--- src/rtl/psum_drain.sv ---
// psum_drain: de-skews the bottom-row PE partial-sum stream into aligned row vectors and FIFO-buffers them for writeback.
// Optional macro PSUM_RELU_EN zeroes sign-set lanes at FIFO write.
module psum_drain #(
    parameter int COLS  = 4,
    parameter int ROWS  = 4,
    parameter int DEPTH = 8
) (
    input  logic               CLK,
    input  logic               RESET,
    input  logic               EN,
    input  logic               flush,
    input  logic               in_valid,
    input  logic [COLS*32-1:0] in_sum,
    output logic               out_valid,
    input  logic               out_ready,
    output logic [COLS*32-1:0] out_data,
    output logic               out_last,
    output logic               busy,
    output logic               ovf
);
    localparam int W  = COLS * 32;
    localparam int AW = $clog2(DEPTH);
    localparam int RW = ROWS > 1 ? $clog2(ROWS) : 1;

    typedef enum logic [1:0] {IDLE, FILL, DRAIN} state_t;
    state_t state_q, state_d;

    logic [W-1:0]  row;
    logic [W-1:0]  wdata;
    logic          push_req, tok, push, pop, is_last;
    logic [W:0]    mem_q [DEPTH];
    logic [AW-1:0] wp_q, rp_q;
    logic [AW:0]   cnt_q;
    logic [RW-1:0] rc_q;
    logic [W-1:0]  hold_q;

    // lane j waits COLS-1-j EN-steps so all lanes line up at the push edge
    for (genvar j = 0; j < COLS; j++) begin : g_lane
        if (j == COLS - 1) begin : g_direct
            assign row[32*j +: 32] = in_sum[32*j +: 32];
        end else begin : g_dly
            logic [31:0] dl_q [COLS-1-j];
            always_ff @(posedge CLK or negedge RESET) begin
                if (!RESET) begin
                    for (int k = 0; k < COLS - 1 - j; k++) dl_q[k] <= '0;
                end else if (EN) begin
                    dl_q[0] <= in_sum[32*j +: 32];
                    for (int k = 1; k < COLS - 1 - j; k++) dl_q[k] <= dl_q[k-1];
                end
            end
            assign row[32*j +: 32] = dl_q[COLS-2-j];
        end
    end

    if (COLS == 1) begin : g_nopipe
        assign push_req = EN & in_valid;
        assign tok      = 1'b0;
    end else begin : g_vpipe
        logic [COLS-2:0] vp_q;
        always_ff @(posedge CLK or negedge RESET) begin
            if (!RESET)     vp_q <= '0;
            else if (flush) vp_q <= '0;
            else if (EN)    vp_q <= (vp_q << 1) | (COLS-1)'(in_valid);
        end
        assign push_req = EN & vp_q[COLS-2];
        assign tok      = |vp_q;
    end

    always_comb begin
        wdata = row;
`ifdef PSUM_RELU_EN
        for (int j = 0; j < COLS; j++)
            if (row[32*j+31]) wdata[32*j +: 32] = 32'h0;
`endif
        pop     = ~flush & out_valid & out_ready;
        push    = ~flush & push_req & ((cnt_q != (AW+1)'(DEPTH)) | pop);
        is_last = rc_q == RW'(ROWS - 1);
    end

    assign out_valid = cnt_q != '0;
    assign out_data  = out_valid ? mem_q[rp_q][W-1:0] : hold_q;
    assign out_last  = out_valid & mem_q[rp_q][W];
    assign busy      = state_q != IDLE;

    always_ff @(posedge CLK) begin
        if (push) mem_q[wp_q] <= {is_last, wdata};
    end

    // a full FIFO still accepts a push when the head is popped in the same cycle
    always_ff @(posedge CLK or negedge RESET) begin
        if (!RESET) begin
            wp_q   <= '0;
            rp_q   <= '0;
            cnt_q  <= '0;
            rc_q   <= '0;
            ovf    <= 1'b0;
            hold_q <= '0;
        end else if (flush) begin
            wp_q  <= '0;
            rp_q  <= '0;
            cnt_q <= '0;
            rc_q  <= '0;
            ovf   <= 1'b0;
        end else begin
            if (push) begin
                wp_q <= wp_q + 1'b1;
                rc_q <= is_last ? '0 : rc_q + 1'b1;
            end
            if (pop) begin
                rp_q   <= rp_q + 1'b1;
                hold_q <= out_data;
            end
            cnt_q <= cnt_q + (AW+1)'(push) - (AW+1)'(pop);
            if (push_req & ~push) ovf <= 1'b1;
        end
    end

    always_comb begin
        state_d = state_q;
        if (flush)
            state_d = IDLE;
        else if (EN & in_valid & (state_q != FILL))
            state_d = FILL;
        else if ((state_q == FILL) & push & is_last)
            state_d = DRAIN;
        else if ((state_q == DRAIN) & ~out_valid & ~tok)
            state_d = IDLE;
    end

    always_ff @(posedge CLK or negedge RESET) begin
        if (!RESET) state_q <= IDLE;
        else        state_q <= state_d;
    end
endmodule
--- config.mk ---
export PLATFORM = sky130hd
export DESIGN_NAME = psum_drain
export DESIGN_NICKNAME = d
export VERILOG_FILES = /design/src/rtl/psum_drain.sv
export SDC_FILE = /design/constraint.sdc
export NUM_CORES = 1
export LEC_CHECK = 0
export BUFFER_PORTS_ARGS = -buffer_cell sky130_fd_sc_hd__buf_2
export CAP_MARGIN = 20
export CORE_UTILIZATION = 61
export CTS_CLUSTER_DIAMETER = 50
export DETAILED_ROUTE_END_ITERATION = 6
export HOLD_SLACK_MARGIN = 0.03
export PLACE_DENSITY = 0.79
export SLEW_MARGIN = 20
export SYNTH_ARGS = -nofsm -noshare
export SYNTH_HDL_FRONTEND = slang
export SYNTH_SLANG_ARGS = --single-unit
--- constraint.sdc ---
create_clock -name CLK -period 14.3 [get_ports CLK]
set_clock_uncertainty 0.2 [all_clocks]
set_input_delay 0 -clock CLK [delete_from_list [all_inputs] [get_ports CLK]]
set_output_delay 0 -clock CLK [all_outputs]
set_load 0.01 [all_outputs]
### After elaboration in Yosys (flattened, before gate mapping)

Memory sizes are Yosys's and may differ from the RTL's.
Index checks and enable logic that the tools add are counted.
Widths: inputs -> output; s select.

| operators by class | value |
|---|---|
| $add $sub $neg | 5 |
| multiply operators | 0 |
| divide/modulo/power cells | 0 |
| order comparisons | 0 |
| equality and inequality tests | 5 |
| shifts and indexed selects | 0 |
| muxes and demuxes | 19 |
| bitwise gates (word level) | 19 |
| reductions and logical operators | 9 |

Operator list:

| operator | count |
|---|---|
| $mux 128 | 1 |
| $mux 3 | 6 |
| $mux 2 | 7 |
| $and 1x1->1 | 13 |
| $reduce_bool 2->1 | 5 |
| $reduce_bool 4->1 | 2 |
| $add 3x1->3 const B | 2 |
| $add 4x1->4 | 1 |
| $eq 2x2->1 const B | 2 |
| $mux 1 | 4 |
| $mux 4 | 1 |
| $ne 4x4->1 const B | 1 |
| $not 1->1 | 4 |
| $sub 4x1->4 | 1 |
| $or 3x1->3 | 1 |
| $reduce_or 3->1 | 1 |
| $add 2x1->2 const B | 1 |
| $eq 2x1->1 const B | 1 |
| $ne 2x1->1 const B | 1 |
| $reduce_and 2->1 | 1 |
| $or 1x1->1 | 1 |

| storage, ports and cells | value |
|---|---|
| register bits | 338 |
| bits in latches | 0 |
| bits in writable memories | 1032 |
| ROM bits | 0 |
| input port bits | 134 |
| output and inout port bits | 132 |
| word-level logic and storage cells | 72 |
| memories | 1 |

Memory list:

| memory | words | bits a word | rd ports | clocked after memory_dff | wr ports | RTL line | source |
|---|---|---|---|---|---|---|---|
| mem_q | 8 | 129 | 1 | 0 | 1 | 31 | `logic [W:0] mem_q [DEPTH];` |

### Longest topological paths before layout

Gate-level depths: netlist of run 1.

| logic depth | value |
|---|---|
| word-level depth | 10 |
| depth in mapped cells | 15 |
| depth with buffers taken out | 12 |

### Worst setup path before layout of run 1

No wires, ideal clock.

| path | value |
|---|---|
| path type | reg2reg |
| start | register cnt_q[2] |
| end | memory mem_q[5][0] in the netlist's numbering, enable pin |
| library setup time | 0.802 ns |
| arrival | 10.819 ns |
| data required time | 13.298 ns |
| path slack | 2.480 ns |
| cell stages (with the launch flop) | 8 |
| buffers on the path | 1 |
| cells stage by stage | dfrtp_1 -> inv_1 -> ha_1 -> or3b_1 -> a311oi_2 -> buf_4 -> nand2_2 -> nor3b_1 |

| between the ends | value |
|---|---|
| word-level cells in the longest chain between the ends | 7 |
| elaborated cells on any way between the ends | 8 |

RTL lines:

| element | RTL line | source |
|---|---|---|
| start, declared | 33 | `logic [AW:0] cnt_q;` |
| start signal, assigned | 113 | `cnt_q <= cnt_q + (AW+1)'(push) - (AW+1)'(pop);` |
| $reduce_bool 4->1 | 80 | `assign out_valid = cnt_q != '0;` |
| $and 1x1->1 (2 in series) | 75 | `pop = ~flush & out_valid & out_ready;` |
| $or 1x1->1 (*) | 76 | `push = ~flush & push_req & ((cnt_q != (AW+1)'(DEPTH)) \| pop);` |
| $and 1x1->1 (*) | 76 |  |
| $mux 1 (*) | 86 | `if (push) mem_q[wp_q] <= {is_last, wdata};` |
| $mux 1 (not written as such) (*) | 86 |  |
| end, declared | 31 |  |

Mark *: on every way between the ends. The rest lies on a longest branch, timed or not.

### Worst setup path after layout of run 1

| path | value |
|---|---|
| start | register rp_q[0] |
| end | output out_data[54] |

| between the ends | value |
|---|---|
| word-level cells in the longest chain between the ends | 2 |

RTL lines:

| element | RTL line | source |
|---|---|---|
| start, declared | 32 | `logic [AW-1:0] wp_q, rp_q;` |
| start signal, assigned | 110 | `rp_q <= rp_q + 1'b1;` |
| $mem_v2 8x129 | n/a |  |
| $mux 128 | 81 | `assign out_data = out_valid ? mem_q[rp_q][W-1:0] : hold_q;` |
| end, declared | 16 | `output logic [COLS*32-1:0] out_data,` |

No other way between the ends.

==> results_dict.tcl, run 1 <==
set metrics [dict create \
    tightest_slew_ps 1182 \
    cts-resized-gates 0 \
    grt-ovfl-total 0 \
    path_class "flop to output port" \
    synth_compound_area_share_pct 2.601 \
    seq_area_frac_synth_pct 75.59 \
    via_per_inst 6.060 \
    hold_class "input pin to flop" \
    synth-seq-cells 1370 \
    period_needed_ps 5195 \
    syn-cell-area_mm2 0.05219 \
    rows 106 \
    timing.final.crit_share_pct 36.33 \
    max_slew_margin_pct 21.17 \
    clkPwrFrac_pct 32.9 \
    gp_congestion 0.7566 \
    tritoncts "built" \
    syn_to_final_growth_pct 19.50 \
    synth_nets 2841 \
    synth_xor_area_share_pct 0.06713 \
    maxSlewViolCount 0 \
    maxCapViolations 0 \
    finalHoldViolations 0 \
    place_hpwl_um 58320 \
    status "complete, no violations" \
    drtPass1Iterations 5 \
    hold_path_depth 3 \
    drive_above_1_share_pct 28.86 \
    clock-sinks 1370 \
    reg2reg_from "rp_q[0]" \
    die_w_um 294.5 \
    yosys_warnings 0 \
    drc 0 \
    min_to "cnt_q[0]" \
    drt_iter0_markers 2627 \
    fin_setup_tns_ps 0 \
    rr_endpoint "hold_q[54]" \
    path_clk_slew_ps 60 \
    reg2reg_slack_ps 9790 \
    ioPinCount 266 \
    numCtsBuffers 139 \
    start_util_pct 61.97 \
    cp-end-kind "output port" \
    ir_drop_mv 0.1371 \
    combPwrFrac_pct 22.9 \
    grt_max_degree 165 \
    cp_data_required_time_ps 14100 \
    seqPwrFrac_pct 44.3 \
    ys_types 37 \
    clockBufferDepth 3 \
    htree_levels 4 \
    portBuffers 265 \
    cp.arrival_ps 5000 \
    max_freq_ghz 0.1925 \
    worstHoldStart "flush" \
    wl_per_cell_um 25.59 \
    die-height_um 294.5 \
    internal_power_uw 7787 \
    total_leakage_power_uw 0.02173 \
    grt_pass1_wl_um 177900 \
    finalSetupViolCount 0 \
    synthMuxAreaShare_pct 17.83 \
    synth_top_family_by_area "multiplexers" \
    synthSimpleGateAreaFrac_pct 2.357 \
    worstPathMaxFanout 87 \
    clock_latency_ps 720 \
    placeableCoreArea_mm2 0.08422 \
    power.density_mw_per_mm2 176.3 \
    start_kind "flop" \
    drtAntennaViolNets 0 \
    wl_um 116400 \
    cts_hold_buf 298 \
    grt_pass1_vias 29419 \
    worstRegToRegCells 6 \
    utilization_pct 74.05 \
    power.switching_uw 3210 \
    grtUsageTotal_pct 27.80 \
    post_cts_buffers 0 \
    netlist_instances 2698 \
    num_vias 27549 \
    dieArea_mm2 0.08672 \
    sw_frac_of_total_pct 29.19 \
    nets 3435 \
    synthAdderAreaFrac_pct 0.2302 \
    grt_setup_unrepaired "false" \
    avgSynthCellArea_um2 19.34 \
    clock-root-buffer "clkbuf_16" \
    antenna_found_initial 4 \
]
==> cell usage after synthesis (all sizes together) <==
cell type | instances | area [um2]
a21bo | 1 | 10.01
or3b | 1 | 8.760
fa | 1 | 20.02
a311oi | 1 | 15.01
mux4 | 258 | 5811
nand4b | 1 | 8.760
edfxtp | 1032 | 30990
nand3b | 1 | 7.510
mux2 | 193 | 2173
xnor2 | 2 | 17.52
a21o | 1 | 7.510
nor2b | 2 | 12.51
nand2 | 140 | 528.0
nand3 | 3 | 15.01
clkbuf | 71 | 266.5
dfrtp | 338 | 8458
mux2i | 132 | 1321
and2 | 2 | 12.51
nor3b | 5 | 47.54
a21oi | 133 | 665.6
o21ai | 130 | 650.6
ha | 8 | 100.1
xor2 | 2 | 17.52
buf | 84 | 409.1
or2 | 2 | 12.51
nand2b | 5 | 31.28
inv | 4 | 15.01
nor3 | 2 | 10.01
nor4 | 1 | 6.260
nor2 | 141 | 529.3
a41oi | 1 | 8.760
==> power by group through the flow <==
| stage | clock network, uW | logic [uW] | registers, uW |
|---|---|---|---|
| final | 3620 | 2510 | 4870 |
| after detailed placement | 0 | 2380 | 4940 |
| after CTS | 3660 | 2500 | 4860 |
| after floorplan | 0 | 1630 | 4810 |
| after global placement | 0 | 2320 | 4900 |
| after global routing | 3820 | 2720 | 4910 |
==> layer usage <==
metal  GRT usage [%]  share of wire [%]  routed length [um]
met2           46.94                 52               60390
met4           10.25                3.1                3639
met3           4.638                7.2                8344
met5               0             0.0095                  11
met1           36.79                 38               43970
==> sequential cells by signal, indices dropped and copies added, names as in the netlist <==
register,cells
rp_q,3
cnt_q,4
state_q,2
g_vpipe.vp_q,3
hold_q,128
g_lane.g_dly.dl_q,192
wp_q,3
ovf,1
rc_q,2
mem_q,1032
==> worst max-delay path by stage <==
stage	startpoint	slack, ps	depth (start not counted)	to
2_1_floorplan	cnt_q[2]	2480	7	mem_q[5][0]
3_3_place_gp	cnt_q[2]	9880	8	mem_q[2][88]
3_5_place_dp	cnt_q[2]	9810	8	mem_q[2][86]
4_1_cts	rp_q[0]	9020	6	out_data[75]
5_1_grt	rp_q[0]	8760	7	out_data[54]
6_report	rp_q[0]	9100	7	out_data[54]
==> critical path: stages (launching register included) <==
cell	delay, ps
dfrtp_4	980
buf_12	410
buf_16	520
buf_4	890
mux4_2	640
mux2i_1	390
a21oi_1	130
buf_2	200
==> cell families (layout without fill, tap and decap cells) <==
family          after synthesis  after routing
flops                      1370           1370
mux                         583            583
simple gates                306            306
compound gates              267            267
buf+inv                     159            870
fa+ha+maj                     9              9
xor+xnor                      4              4
other cells                   0              3
==> cells in the final DEF (no fill, tap or decap), drive strengths merged, types with 31 or more instances in the layout <==
cell type,count
a21oi,133
buf,310
clkbuf,205
clkinv,31
dfrtp,338
dlygate4sd3,297
edfxtp,1032
mux2,193
mux2i,132
mux4,258
nand2,140
nor2,141
o21ai,130
==> per-stage QoR <==
step / worst slack [ps] / std cells / area, um2 / hold WS (ps) / total power, uW
floorplan: 2480 / 2698 / 52190 / -495.6 / 6438
global placement: 9884 / 3985 / 54690 / -173.4 / 7226
detailed placement: 9813 / 3985 / 54690 / -174.6 / 7319
CTS: 9016 / 4541 / 62300 / 57.41 / 11010
global route: 8765 / 4545 / 62360 / 108.7 / 11440
finish: 9105 / 4546 / 62360 / 117.5 / 11000
==> final cells by class <==
cell class	count	area (um2)
repair buffers	608	4748
well taps	1134	1419
clock inverters	54	614.3
fillers	4606	21850
diodes	3	7.507
flip-flops and latches	1370	39460
clock buffers	204	3999
multi-input cells	1169	12090
inverters	4	22.52
(Power assumes the default switching activity.)
==> run 2, diff against run 1 <==
==> constraint.sdc (replaced) <==
create_clock -name CLK -period 4.96 [get_ports CLK]
set_clock_uncertainty 0.2 [all_clocks]
set_input_delay 0 -clock CLK [delete_from_list [all_inputs] [get_ports CLK]]
set_output_delay 0 -clock CLK [all_outputs]
set_load 0.01 [all_outputs]
==> results_dict.tcl, run 2 (synthesis results as in run 1) <==
set metrics [dict create \
    dieArea_mm2 0.08672 \
    reg2reg_from "cnt_q[2]" \
    gp_congestion 0.7937 \
    cp.arrival_ps 3630 \
    grt_pass1_wl_um 177700 \
    path_clk_slew_ps 60 \
    largest_register_ff_count 1032 \
    critPathLaunch "rp_q[0]" \
    timing.final.crit_share_pct 77.15 \
    placeableCoreArea_mm2 0.08422 \
    wl_per_cell_um 25.71 \
    max_freq_ghz 0.2613 \
    start_kind "flop" \
    worst_path_max_delay_cell "dfrtp_4" \
    nets 3444 \
    period_needed_ps 3827 \
    crit_chain "buf_4 > mux4_2 > mux2i_1 > a21oi_1 > buf_2" \
    ioPinCount 266 \
    clock_latency_ps 740 \
    grt-ovfl-total 0 \
    total_leakage_power_uw 0.02178 \
    cp_data_required_time_ps 4760 \
    tightest_slew_ps 1087 \
    power.density_mw_per_mm2 505.9 \
    portBuffers 265 \
    clockBufferDepth 3 \
    worst_slack_ps 1133 \
    die_w_um 294.5 \
    reg2reg_slack_ps 1570 \
    numCtsBuffers 137 \
    drtAntennaViolNets 0 \
    grtUsageTotal_pct 27.83 \
    place_area_mm2 0.05498 \
    antenna_found_initial 1 \
    clock-root-buffer "clkbuf_16" \
    start_util_pct 61.97 \
    fin_area_mm2 0.06264 \
    htree_levels 4 \
    clock-sinks 1370 \
    via_per_inst 6.127 \
    die-height_um 294.5 \
    rows 106 \
    grt_max_degree 175 \
    grt_setup_unrepaired "false" \
    finalSetupViolCount 0 \
    wl_um 117000 \
    drive_above_1_share_pct 28.97 \
    maxCapViolations 0 \
    min_to "ovf" \
    worstHoldStart "flush" \
    tritoncts "built" \
    hold_path_depth 3 \
    drtPass1Iterations 6 \
    num_vias 27891 \
    drt_iter0_markers 2501 \
    rr_endpoint "rp_q[1]" \
    worstRegToRegCells 9 \
    largestRegisters "mem_q: 1032 flops, g_lane.g_dly.dl_q: 192 flops, hold_q: 128 flops" \
    nFillCells 4556 \
    ir_drop_mv 0.6110 \
    grt_pass1_vias 29109 \
    top_register "mem_q" \
    cts-resized-gates 0 \
    place_hpwl_um 58800 \
    layout_common_cells "edfxtp_1 (1,032), dfrtp_1 (335), dlygate4sd3_1 (306), buf_2 (263), mux4_2 (258)" \
    status "complete, no violations" \
    post-place-ws_ps 1700 \
    cp-end-kind "output port" \
    slowest_delay_ps 1050 \
    maxSlewViolCount 0 \
    path_class "flop to output port" \
    worstPathMaxFanout 44 \
    syn_to_final_growth_pct 20.02 \
    drc 0 \
    hold_class "input pin to flop" \
    max_slew_margin_pct 27.53 \
    finalHoldViolations 0 \
    layout_commonest_cell "edfxtp_1" \
]
## run 2: per-stage QoR
step / std cells / TNS (ps) / util, % / total power, uW / hold slack (ps)
2_1_floorplan: 2698 / -257890 / - / 18560 / -495.6
3_3_place_gp: 3989 / 0 / 65.28 / 21020 / -101.9
3_5_place_dp: 3989 / 0 / 65.28 / 21290 / -100.5
4_1_cts: 4551 / 0 / 74.37 / 31780 / 31.34
5_1_grt: 4551 / 0 / 74.37 / 32940 / 79.46
6_report: 4552 / 0 / 74.37 / 31690 / 76.13
## run 2: power breakdown
part | switching (uW) | internal, uW | leakage [uW]
clock | 4470 | 5830 | 0.00221
combinational | 4250 | 3120 | 0.00619
sequential | 752 | 13300 | 0.0134
## run 2: worst max path at each step
stage / end
5_1_grt: out_data[68]
6_report: out_data[68]
2_1_floorplan: mem_q[5][0]
3_3_place_gp: cnt_q[3]
3_5_place_dp: mem_q[4][35]
4_1_cts: out_data[15]
## run 2: what timing repair did
| item | 4_1_cts | 5_1_grt |
|---|---|---|
| buffers inserted | 0 | 0 |
| hold buffers | 307 | 0 |
| hold endpoints to repair | 729 | 0 |
## run 2: final cells by class
type / instances / area (um2) / share of cell area [%]
tap: 1134 / 1419 / 2.265
sequential: 1370 / 39460 / 63.00
clock buffer: 187 / 3776 / 6.029
timing repair buffer: 619 / 5027 / 8.026
multi-input combinational: 1169 / 12140 / 19.38
inverter: 4 / 22.52 / 0.03596
clock inverter: 68 / 787.0 / 1.256
antenna: 1 / 2.502 / 0.003995
## run 2: routing by layer
layer	GRT usage (%)	vias to the layer above	share of wire (%)
li1	-	11798	-
met1	37.40	14536	38
met2	46.38	1318	51
met3	5.331	239	7.9
met4	9.184	0	2.7
met5	0	-	0
## run 2: critical path: cells and delay by family (launching register included)
| family | cells | cell delay [ps] |
|---|---|---|
| compound gates | 1 | 140 |
| mux | 2 | 1050 |
| buf+inv | 2 | 620 |
| flops | 1 | 1050 |
==> run 3, diff against run 2 <==
--- a/config.mk
+++ b/config.mk
@@ -5,6 +5,7 @@
 export SDC_FILE = /design/constraint.sdc
 export NUM_CORES = 1
 export LEC_CHECK = 0
+export ABC_AREA = 1
 export BUFFER_PORTS_ARGS = -buffer_cell sky130_fd_sc_hd__buf_2
 export CAP_MARGIN = 20
 export CORE_UTILIZATION = 61
==> constraint.sdc (replaced) <==
create_clock -name CLK -period 4 [get_ports CLK]
set_clock_uncertainty 0.2 [all_clocks]
set_input_delay 0 -clock CLK [delete_from_list [all_inputs] [get_ports CLK]]
set_output_delay 0 -clock CLK [all_outputs]
set_load 0.01 [all_outputs]
==> results_dict.tcl, run 3 <==
set metrics [dict create \
    status "complete, no violations" \
    synth-main-ff-cell "edfxtp_1" \
    netlist_instances 5822 \
    worstPathMaxFanout 69 \
    hold_class "input pin to flop" \
    clockBufferDepth 3 \
    slowest_delay_ps 730 \
    period_needed_ps 3762 \
    grt_pass1_vias 41391 \
    synth-seq-cells 1370 \
    cp-end-kind "flop" \
    syn-cell-area_mm2 0.05765 \
    drtPass1Iterations 6 \
    finalSetupViolCount 0 \
    clock-root-buffer "clkbuf_16" \
    max_freq_ghz 0.2658 \
    utilization_pct 73.16 \
    yosys_warnings 0 \
    wl_um 141600 \
    via_per_inst 5.398 \
    antenna_found_initial 2 \
    wl_per_cell_um 18.37 \
    synth_edf_count 1032 \
    grt-ovfl-total 0 \
    crit_buf_inv 3 \
    drive_above_1_share_pct 8.943 \
    synthTopCellsByCount "nand2_1 (2,516), edfxtp_1 (1,032), inv_1 (788)" \
    synth_nets 5965 \
    grt_setup_unrepaired "false" \
    die_w_um 309.4 \
    worst_path_max_delay_cell "buf_4" \
    path_class "flop to flop" \
    start_kind "flop" \
    timing.final.crit_share_pct 94.05 \
    nets 6477 \
    drtAntennaViolNets 0 \
    dieArea_mm2 0.09573 \
    synth_area_leaders "edfxtp_1 (54%), nand2_1 (16%), dfrtp_1 (15%)" \
    largest_register_ff_count 1032 \
    cp_data_required_time_ps 4420 \
    placeableCoreArea_mm2 0.09347 \
    maxSlewViolCount 0 \
    finalHoldViolations 0 \
    ir_drop_mv 0.5756 \
    path_clk_slew_ps 60 \
    portBuffers 265 \
    drt_iter0_markers 4176 \
    grtUsageTotal_pct 30.00 \
    cp.arrival_ps 4180 \
    ioPinCount 266 \
    tightest_slew_ps 1085 \
    largestRegisters "mem_q: 1032 flops, g_lane.g_dly.dl_q: 192 flops, hold_q: 128 flops" \
    fin_setup_tns_ps 0 \
    clock-sinks 1370 \
    htree_levels 4 \
    max_slew_margin_pct 27.67 \
    clock_latency_ps 740 \
    layout_common_cells "nand2_1 (2,516), edfxtp_1 (1,032), inv_1 (785), nand3_1 (777), dfrtp_1 (335)" \
    grt_pass1_wl_um 220900 \
    ys_types 25 \
    yosysTopAreaCell "edfxtp_1" \
    post_cts_buffers 0 \
    die-height_um 309.4 \
    seq_area_frac_synth_pct 68.43 \
    top_register "mem_q" \
    yosys.area.top_type_share_pct 53.76 \
    async_reset_ff_share_pct 24.67 \
    gp_congestion 0.7908 \
    reg2reg_slack_ps 240 \
    num_vias 41606 \
    total_leakage_power_uw 0.03140 \
    tritoncts "built" \
    syn_to_final_growth_pct 18.63 \
    drc 0 \
    avgSynthCellArea_um2 9.901 \
    place_hpwl_um 74450 \
    numCtsBuffers 144 \
    maxCapViolations 0 \
    grt_max_degree 192 \
    start_util_pct 61.67 \
    power.density_mw_per_mm2 602.2 \
    cts-resized-gates 0 \
    critPathTopFamily "buffers and inverters" \
    synth_most_common_cell "nand2_1" \
    layout_commonest_cell "nand2_1" \
    crit_chain "nor2_1 > nand2_8 > nand3_4 > buf_4 > nand2_1 > nand2_1 > ha_1 > fa_1 > inv_1 > nor2_1 > dlygate4sd3_1" \
    rows 112 \
]
-- run 3: report_power, final --
| group | internal (uW) | switching, uW | leakage, uW |
|---|---|---|---|
| combinational | 3340 | 7460 | 0.0154 |
| sequential | 16200 | 680 | 0.0136 |
| clock | 8110 | 5360 | 0.00237 |
-- run 3: layout make-up --
type | count | area, um2
well taps | 1254 | 1569
clock inverters | 47 | 524.3
repair buffers | 667 | 5654
flip-flops and latches | 1370 | 39460
clock buffers | 217 | 4350
multi-input cells | 3359 | 13820
inverters | 792 | 3005
fillers | 6200 | 25080
diodes | 2 | 5.005
-- run 3: worst paths after layout --
kind | endpoint | start | cells past startpoint
hold reg to reg | g_lane[0].g_dly.dl_q[57] | g_lane[0].g_dly.dl_q[57] | 2
min in group asynchronous | hold_q[79] | RESET | 4
hold / removal | ovf | out_ready | 5
setup / recovery | cnt_q[1] | cnt_q[0] | 11
max in group asynchronous | g_lane[0].g_dly.dl_q[16] | RESET | 4
setup reg to reg | cnt_q[1] | cnt_q[0] | 11
-- run 3: timing repair --
action                                  in CTS  in global routing
endpoints found under the setup margin       0                  0
hold endpoints to repair                   890                  0
hold buffers                               329                  0
-- run 3: routing by layer --
layer  vias up  share of wire [%]  track usage [%]
met3       365                7.3            4.556
li1      19494                  -                -
met4         0                3.9            13.68
met2      1799                 50            51.68
met1     19948                 38            37.59
met5         -                  0                0
-- run 3: worst min-delay path, delay by kind of cell --
family,cells,cell delay (ps)
buffers and inverters,2,670
and+or+nand+nor,2,210
AOI/OAI and AO/OA,1,80
-- run 3: logic make-up (layout without fill, tap and decap cells) --
group	count (synthesis)	after routing	share of synthesized area (%)
AOI/OAI and AO/OA	26	26	0.2323
xor gates and xnor gates	2	2	0.03039
adders and majority gates	9	9	0.2084
buffers and inverters	1093	1723	7.738
DFF	1370	1370	68.43
other	0	2	0
and+or+nand+nor	3322	3322	23.36
-- run 3: metrics by stage --
| step | power [uW] | instances | worst slack (ps) | hold slack, ps | instance area [um2] |
|---|---|---|---|---|---|
| floorplan | 23670 | 5822 | -1281 | -495.6 | 57670 |
| CTS | 41220 | 7706 | 275.5 | 30.44 | 68380 |
| global route | 42960 | 7708 | 19.93 | 115.1 | 68390 |
| detailed placement | 27510 | 7113 | 619.9 | -185.3 | 60200 |
| global placement | 27240 | 7113 | 684.7 | -194.0 | 60200 |
| finish | 41180 | 7708 | 238.0 | 75.78 | 68390 |
